**config.mk**
```make
export PLATFORM = sky130hd
export DESIGN_NAME = dcache_lsu
export DESIGN_NICKNAME = d
export VERILOG_FILES = /design/src/rtl/dcache_lsu.sv
export SDC_FILE = /design/constraint.sdc
export NUM_CORES = 1
export LEC_CHECK = 0
export ABC_AREA = 0
export CELL_PAD_IN_SITES_DETAIL_PLACEMENT = 0
export CELL_PAD_IN_SITES_GLOBAL_PLACEMENT = 1
export CORE_UTILIZATION = 32
export CTS_CLUSTER_DIAMETER = 120
export DETAILED_ROUTE_END_ITERATION = 7
export GPL_TIMING_DRIVEN = 0
export MAX_ROUTING_LAYER = met4
export PLACE_DENSITY = 0.89
export SYNTH_ARGS = -nofsm -noshare
export SYNTH_HDL_FRONTEND = slang
export SYNTH_SLANG_ARGS = --single-unit
```
**constraint.sdc**
```tcl
create_clock -name clk -period 7.2 [get_ports clk]
set_input_delay 1.08 -clock clk [delete_from_list [all_inputs] [get_ports clk]]
set_output_delay 1.08 -clock clk [all_outputs]
set_load 0.03 [all_outputs]
```
**src/rtl/dcache_lsu.sv**
```systemverilog
// rtl/dcache_lsu.sv - load/store unit bridging a pipeline request port to a data-cache command/response port
// Optional LSU_MISALIGN_TRAP_EN: fault misaligned requests instead of issuing them.
module dcache_lsu #(
   parameter int RSP_TIMEOUT = 255
) (
   input  logic        clk,
   input  logic        reset,
   input  logic        req_valid,
   output logic        req_ready,
   input  logic [63:0] req_addr,
   input  logic        req_wen,
   input  logic [63:0] req_wdata,
   input  logic [1:0]  req_size,
   input  logic        req_unsigned,
   output logic        done_valid,
   output logic [63:0] done_rdata,
   output logic        done_err,
   output logic        done_misalign,
   output logic        dcache_cmd_valid,
   input  logic        dcache_cmd_ready,
   output logic [63:0] dcache_cmd_payload_addr,
   output logic        dcache_cmd_payload_wen,
   output logic [63:0] dcache_cmd_payload_wdata,
   output logic [7:0]  dcache_cmd_payload_wstrb,
   output logic [2:0]  dcache_cmd_payload_size,
   input  logic        dcache_rsp_valid,
   input  logic [63:0] dcache_rsp_payload_data
);

   localparam int CNT_W = (RSP_TIMEOUT < 2) ? 1 : $clog2(RSP_TIMEOUT + 1);

   typedef enum logic [1:0] {
      S_IDLE = 2'd0,
      S_CMD  = 2'd1,
      S_WAIT = 2'd2
   } state_e;

   state_e            state_q, state_d;
   logic [63:0]       addr_q, addr_d;
   logic              wen_q, wen_d;
   logic [63:0]       wdata_q, wdata_d;
   logic [1:0]        size_q, size_d;
   logic              uns_q, uns_d;
   logic [CNT_W-1:0]  cnt_q, cnt_d;
   logic              done_valid_q, done_valid_d;
   logic [63:0]       done_rdata_q, done_rdata_d;
   logic              done_err_q, done_err_d;
   logic              done_misalign_q, done_misalign_d;

   logic              trap_req;
   logic [5:0]        lane_shift;
   logic [7:0]        strb_base;
   logic [63:0]       load_shift;
   logic [63:0]       load_ext;
   logic              sx;

`ifdef LSU_MISALIGN_TRAP_EN
   always_comb begin
      trap_req = 1'b0;
      case (req_size)
         2'd0:    trap_req = 1'b0;
         2'd1:    trap_req = req_addr[0];
         2'd2:    trap_req = |req_addr[1:0];
         default: trap_req = |req_addr[2:0];
      endcase
   end
`else
   assign trap_req = 1'b0;
`endif

   assign lane_shift = {addr_q[2:0], 3'b000};

   always_comb begin
      strb_base = 8'h00;
      case (size_q)
         2'd0:    strb_base = 8'h01;
         2'd1:    strb_base = 8'h03;
         2'd2:    strb_base = 8'h0F;
         default: strb_base = 8'hFF;
      endcase
   end

   // Lanes shifted past byte 7 fall off the top; misaligned stores lose them.
   assign dcache_cmd_valid         = (state_q == S_CMD);
   assign dcache_cmd_payload_addr  = {addr_q[63:3], 3'b000};
   assign dcache_cmd_payload_wen   = wen_q;
   assign dcache_cmd_payload_wdata = wdata_q << lane_shift;
   assign dcache_cmd_payload_wstrb = strb_base << addr_q[2:0];
   assign dcache_cmd_payload_size  = {1'b0, size_q};

   assign load_shift = dcache_rsp_payload_data >> lane_shift;
   assign sx         = ~uns_q;

   always_comb begin
      load_ext = load_shift;
      case (size_q)
         2'd0:    load_ext = {{56{sx & load_shift[7]}},  load_shift[7:0]};
         2'd1:    load_ext = {{48{sx & load_shift[15]}}, load_shift[15:0]};
         2'd2:    load_ext = {{32{sx & load_shift[31]}}, load_shift[31:0]};
         default: load_ext = load_shift;
      endcase
   end

   always_comb begin
      state_d         = state_q;
      addr_d          = addr_q;
      wen_d           = wen_q;
      wdata_d         = wdata_q;
      size_d          = size_q;
      uns_d           = uns_q;
      cnt_d           = cnt_q;
      done_valid_d    = 1'b0;
      done_rdata_d    = 64'd0;
      done_err_d      = 1'b0;
      done_misalign_d = 1'b0;
      case (state_q)
         S_IDLE: begin
            if (req_valid) begin
               if (trap_req) begin
                  done_valid_d    = 1'b1;
                  done_misalign_d = 1'b1;
               end else begin
                  addr_d  = req_addr;
                  wen_d   = req_wen;
                  wdata_d = req_wdata;
                  size_d  = req_size;
                  uns_d   = req_unsigned;
                  state_d = S_CMD;
               end
            end
         end
         S_CMD: begin
            if (dcache_cmd_ready) begin
               if (wen_q) begin
                  state_d      = S_IDLE;
                  done_valid_d = 1'b1;
               end else begin
                  state_d = S_WAIT;
                  cnt_d   = '0;
               end
            end
         end
         S_WAIT: begin
            // A response arriving on the final allowed cycle beats the timeout.
            if (dcache_rsp_valid) begin
               state_d      = S_IDLE;
               done_valid_d = 1'b1;
               done_rdata_d = load_ext;
            end else if (cnt_q == CNT_W'(RSP_TIMEOUT - 1)) begin
               state_d      = S_IDLE;
               done_valid_d = 1'b1;
               done_err_d   = 1'b1;
            end else begin
               cnt_d = cnt_q + 1'b1;
            end
         end
         default: state_d = S_IDLE;
      endcase
   end

   always_ff @(posedge clk or posedge reset) begin
      if (reset) begin
         state_q         <= S_IDLE;
         addr_q          <= 64'd0;
         wen_q           <= 1'b0;
         wdata_q         <= 64'd0;
         size_q          <= 2'd0;
         uns_q           <= 1'b0;
         cnt_q           <= '0;
         done_valid_q    <= 1'b0;
         done_rdata_q    <= 64'd0;
         done_err_q      <= 1'b0;
         done_misalign_q <= 1'b0;
      end else begin
         state_q         <= state_d;
         addr_q          <= addr_d;
         wen_q           <= wen_d;
         wdata_q         <= wdata_d;
         size_q          <= size_d;
         uns_q           <= uns_d;
         cnt_q           <= cnt_d;
         done_valid_q    <= done_valid_d;
         done_rdata_q    <= done_rdata_d;
         done_err_q      <= done_err_d;
         done_misalign_q <= done_misalign_d;
      end
   end

   // Gated with reset so the request port closes the instant reset asserts.
   assign req_ready     = (state_q == S_IDLE) && !reset;
   assign done_valid    = done_valid_q;
   assign done_rdata    = done_rdata_q;
   assign done_err      = done_err_q;
   assign done_misalign = done_misalign_q;

endmodule

```
==> impl_metrics.ini <==
[clock_tree]
cts_tree = done
post-cts-setup-buffers = 0
ctsResizeCount = 0
htreeDepth = 1
cts.sinks = 208
clock_latency_ns = 0.54
ctsHoldBuffers = 0
clockBufferDepth = 3
cts.clk_slew.worst_paths_ns = 0.06
cts_buffers = 24
root_buffer = clkbuf_16

[final_layout]
layout-drive-gt1-share = 0.2347
final_nets = 1774
fillCellCount = 3503
multi_input_area_um2 = 6248
stdcell_count = 2098
area_growth_pct = 44.89
ff_latch_area_um2 = 5205

[drt]
first_iter_violations = 903
first_pass_iters = 5
drtAntennaViolNets = 0
avgViaCountPerCell = 5.338
drt-total-wl_um = 51220
num_vias = 11200
route.detailed.drc = 0
post_drt_wl_per_cell_um = 24.42

[status]
status = finished clean

[sta]
finalSetupViolations = 0
rsz0062_at_grt = false
skew_ns = 0.01548
period_minus_slack_ns = 5.379
final_max_slew_viol_count = 0
timing.final.crit_share = 0.7471
setup_tns_ns = 0
max_slew.worst_pin.slew_ns = 1.024
hold_violations = 0
fmax_ghz = 0.1859
slew-limit-headroom = 0.3117

[worst_setup_path]
slowest_delay_ns = 0.76
critPathMaxFanout = 10
worst-setup-path-type = flip-flop to primary output
required_ns = 6.12
end_kind = primary output
cp_top_family = buffers and inverters
cp_slowest_cell = clkdlybuf4s50_1
reg2regPathDepth = 6
path_buf_inv = 6
crit_chain = buf_2 > clkinv_1 > clkbuf_1 > clkbuf_1 > clkbuf_1 > o211ai_1 > o21ai_0 > clkdlybuf4s50_1
arrival_ns = 4.30
start_kind = flip-flop
crit_cells = 8
cp_common_cell = clkbuf_1

[grt]
antenna_found_initial = 1
grt_max_degree = 124
grt_pass1_vias = 11470
grt_pass1_wl_um = 73890
grt_use_total = 0.2598
grt_overflow_total = 0

[yosys]
ys_warn_count = 0
syn_area_um2 = 12450
synthFlopType = dfrtp_1
synth-edff-count = 0
postSynthRegisterBits = 208
syn_area_per_cell_um2 = 10.98
yosys-top-cells-area = dfrtp_1 42%, mux2_2 16%, mux2i_1 9.4%, mux4_2 4.3%, buf_4 4.2%
synth_top_area_share = 0.4182
async_flop_share = 1.000
synth_cell_type_count = 48
yosysSeqAreaShare = 0.4182
synth.most_common_cell = dfrtp_1
yosysTopAreaCell = dfrtp_1
netlist_instances = 1133
synth_commonest_cells = 208 x dfrtp_1, 176 x mux2_2, 117 x mux2i_1, 71 x nand2_1

[power_and_ir_drop]
pwr_density_cell_nw_per_um2 = 527.2
leakage_uw = 0.007477
peakVddDrop_mv = 0.4665

[flow_run]
maxCapViolations = 0

[hold_path]
hold_path_class = flip-flop to flip-flop
hold_depth = 1

[floorplan]
num_rows = 71
start_util = 0.3281
dieArea_um2 = 39680
fp.dieW_um = 199.2
die_h_um = 199.2
ios = 410
core_um2 = 37930

[placement]
place.gp.congestion = 0.9797
hpwl_um = 39530
port_buffers = 404
placedCellCount = 2053
==> area by class of cell <==
class	count	area share
multi-input combinational	750	0.3465
antenna	2	0.0002775
clock buffer	31	0.03698
inverter	10	0.002498
buffer	169	0.05377
timing repair buffer	405	0.2258
tap	511	0.03546
sequential	208	0.2886
clock inverter	12	0.01006
==> cells in the final DEF, fill, tap and decap left out, drive strengths merged, types with 17 or more instances in the layout <==
cell type / netlist / routed
o2bb2ai: 17 / 17
dfrtp: 208 / 208
mux2i: 117 / 117
nor2: 63 / 63
clkdlybuf4s50: 0 / 404
mux2: 176 / 176
o22ai: 17 / 17
nand2: 71 / 71
a21oi: 69 / 69
clkbuf: 48 / 79
a311oi: 32 / 32
o21ai: 35 / 35
buf: 121 / 122
a31oi: 20 / 20
mux4: 24 / 24
==> registers in the layout, summed over array words and instances, names as in the netlist, 2 cells and up <==
| signal | flops |
|---|---|
| addr_q | 64 |
| cnt_q | 8 |
| done_rdata | 64 |
| size_q | 2 |
| state_q | 2 |
| wdata_q | 64 |
==> worst paths after layout <==
check | startpoint | to | slack, ns
setup / recovery | addr_q[2]$_DFFE_PP0P_ | dcache_cmd_payload_wdata[51] | 1.82
setup reg to reg | addr_q[0]$_DFFE_PP0P_ | done_rdata[44]$_DFF_PP0_ | 4.36
hold reg to reg | addr_q[28]$_DFFE_PP0P_ | addr_q[28]$_DFFE_PP0P_ | 0.50
hold / removal | addr_q[28]$_DFFE_PP0P_ | addr_q[28]$_DFFE_PP0P_ | 0.50
max in group asynchronous | reset | done_rdata[2]$_DFF_PP0_ | 5.06
min in group asynchronous | reset | done_err$_DFF_PP0_ | 1.05
==> report_power, final <==
part	leakage, uW	internal (uW)	switching [uW]
Sequential	0.00260	1590	395
Clock	0.000404	798	519
Combinational	0.00447	2620	3580
Total	0.00748	5010	4500
==> through the flow <==
step / utilization / worst slack (ns) / power, uW / hold WS [ns] / area, um^2
floorplan: - / 0.4392 / 5776 / 0.4754 / 12460
global placement: 0.4520 / -2.563 / 8074 / 0.4892 / 17140
detailed placement: 0.4529 / 2.453 / 8139 / 0.4939 / 17180
CTS: 0.4752 / 1.864 / 9510 / 0.5078 / 18030
global route: 0.4753 / 1.721 / 9949 / 0.5235 / 18030
finish: 0.4754 / 1.821 / 9507 / 0.5046 / 18030
==> cells by family (layout without fill, tap and decap cells) <==
logic type | count (synthesis) | after routing | share of synthesized area
simple gates | 190 | 190 | 0.06897
compound gates | 233 | 233 | 0.1298
flops | 208 | 208 | 0.4182
other cells | 1 | 7 | 0.0003013
mux | 317 | 317 | 0.2968
buf+inv | 179 | 627 | 0.08093
fa+ha+maj | 5 | 5 | 0.005027
==> routing by layer <==
layer,wire length [um],up-vias,global-route usage,part of all wire
li1,-,4946,-,-
met1,21150,5570,0.3279,0.41
met2,24700,606,0.4259,0.48
met3,4160,78,0.04236,0.081
met4,1215,0,0.07920,0.024
met5,0,-,-,0
(Power assumes the default switching activity.)
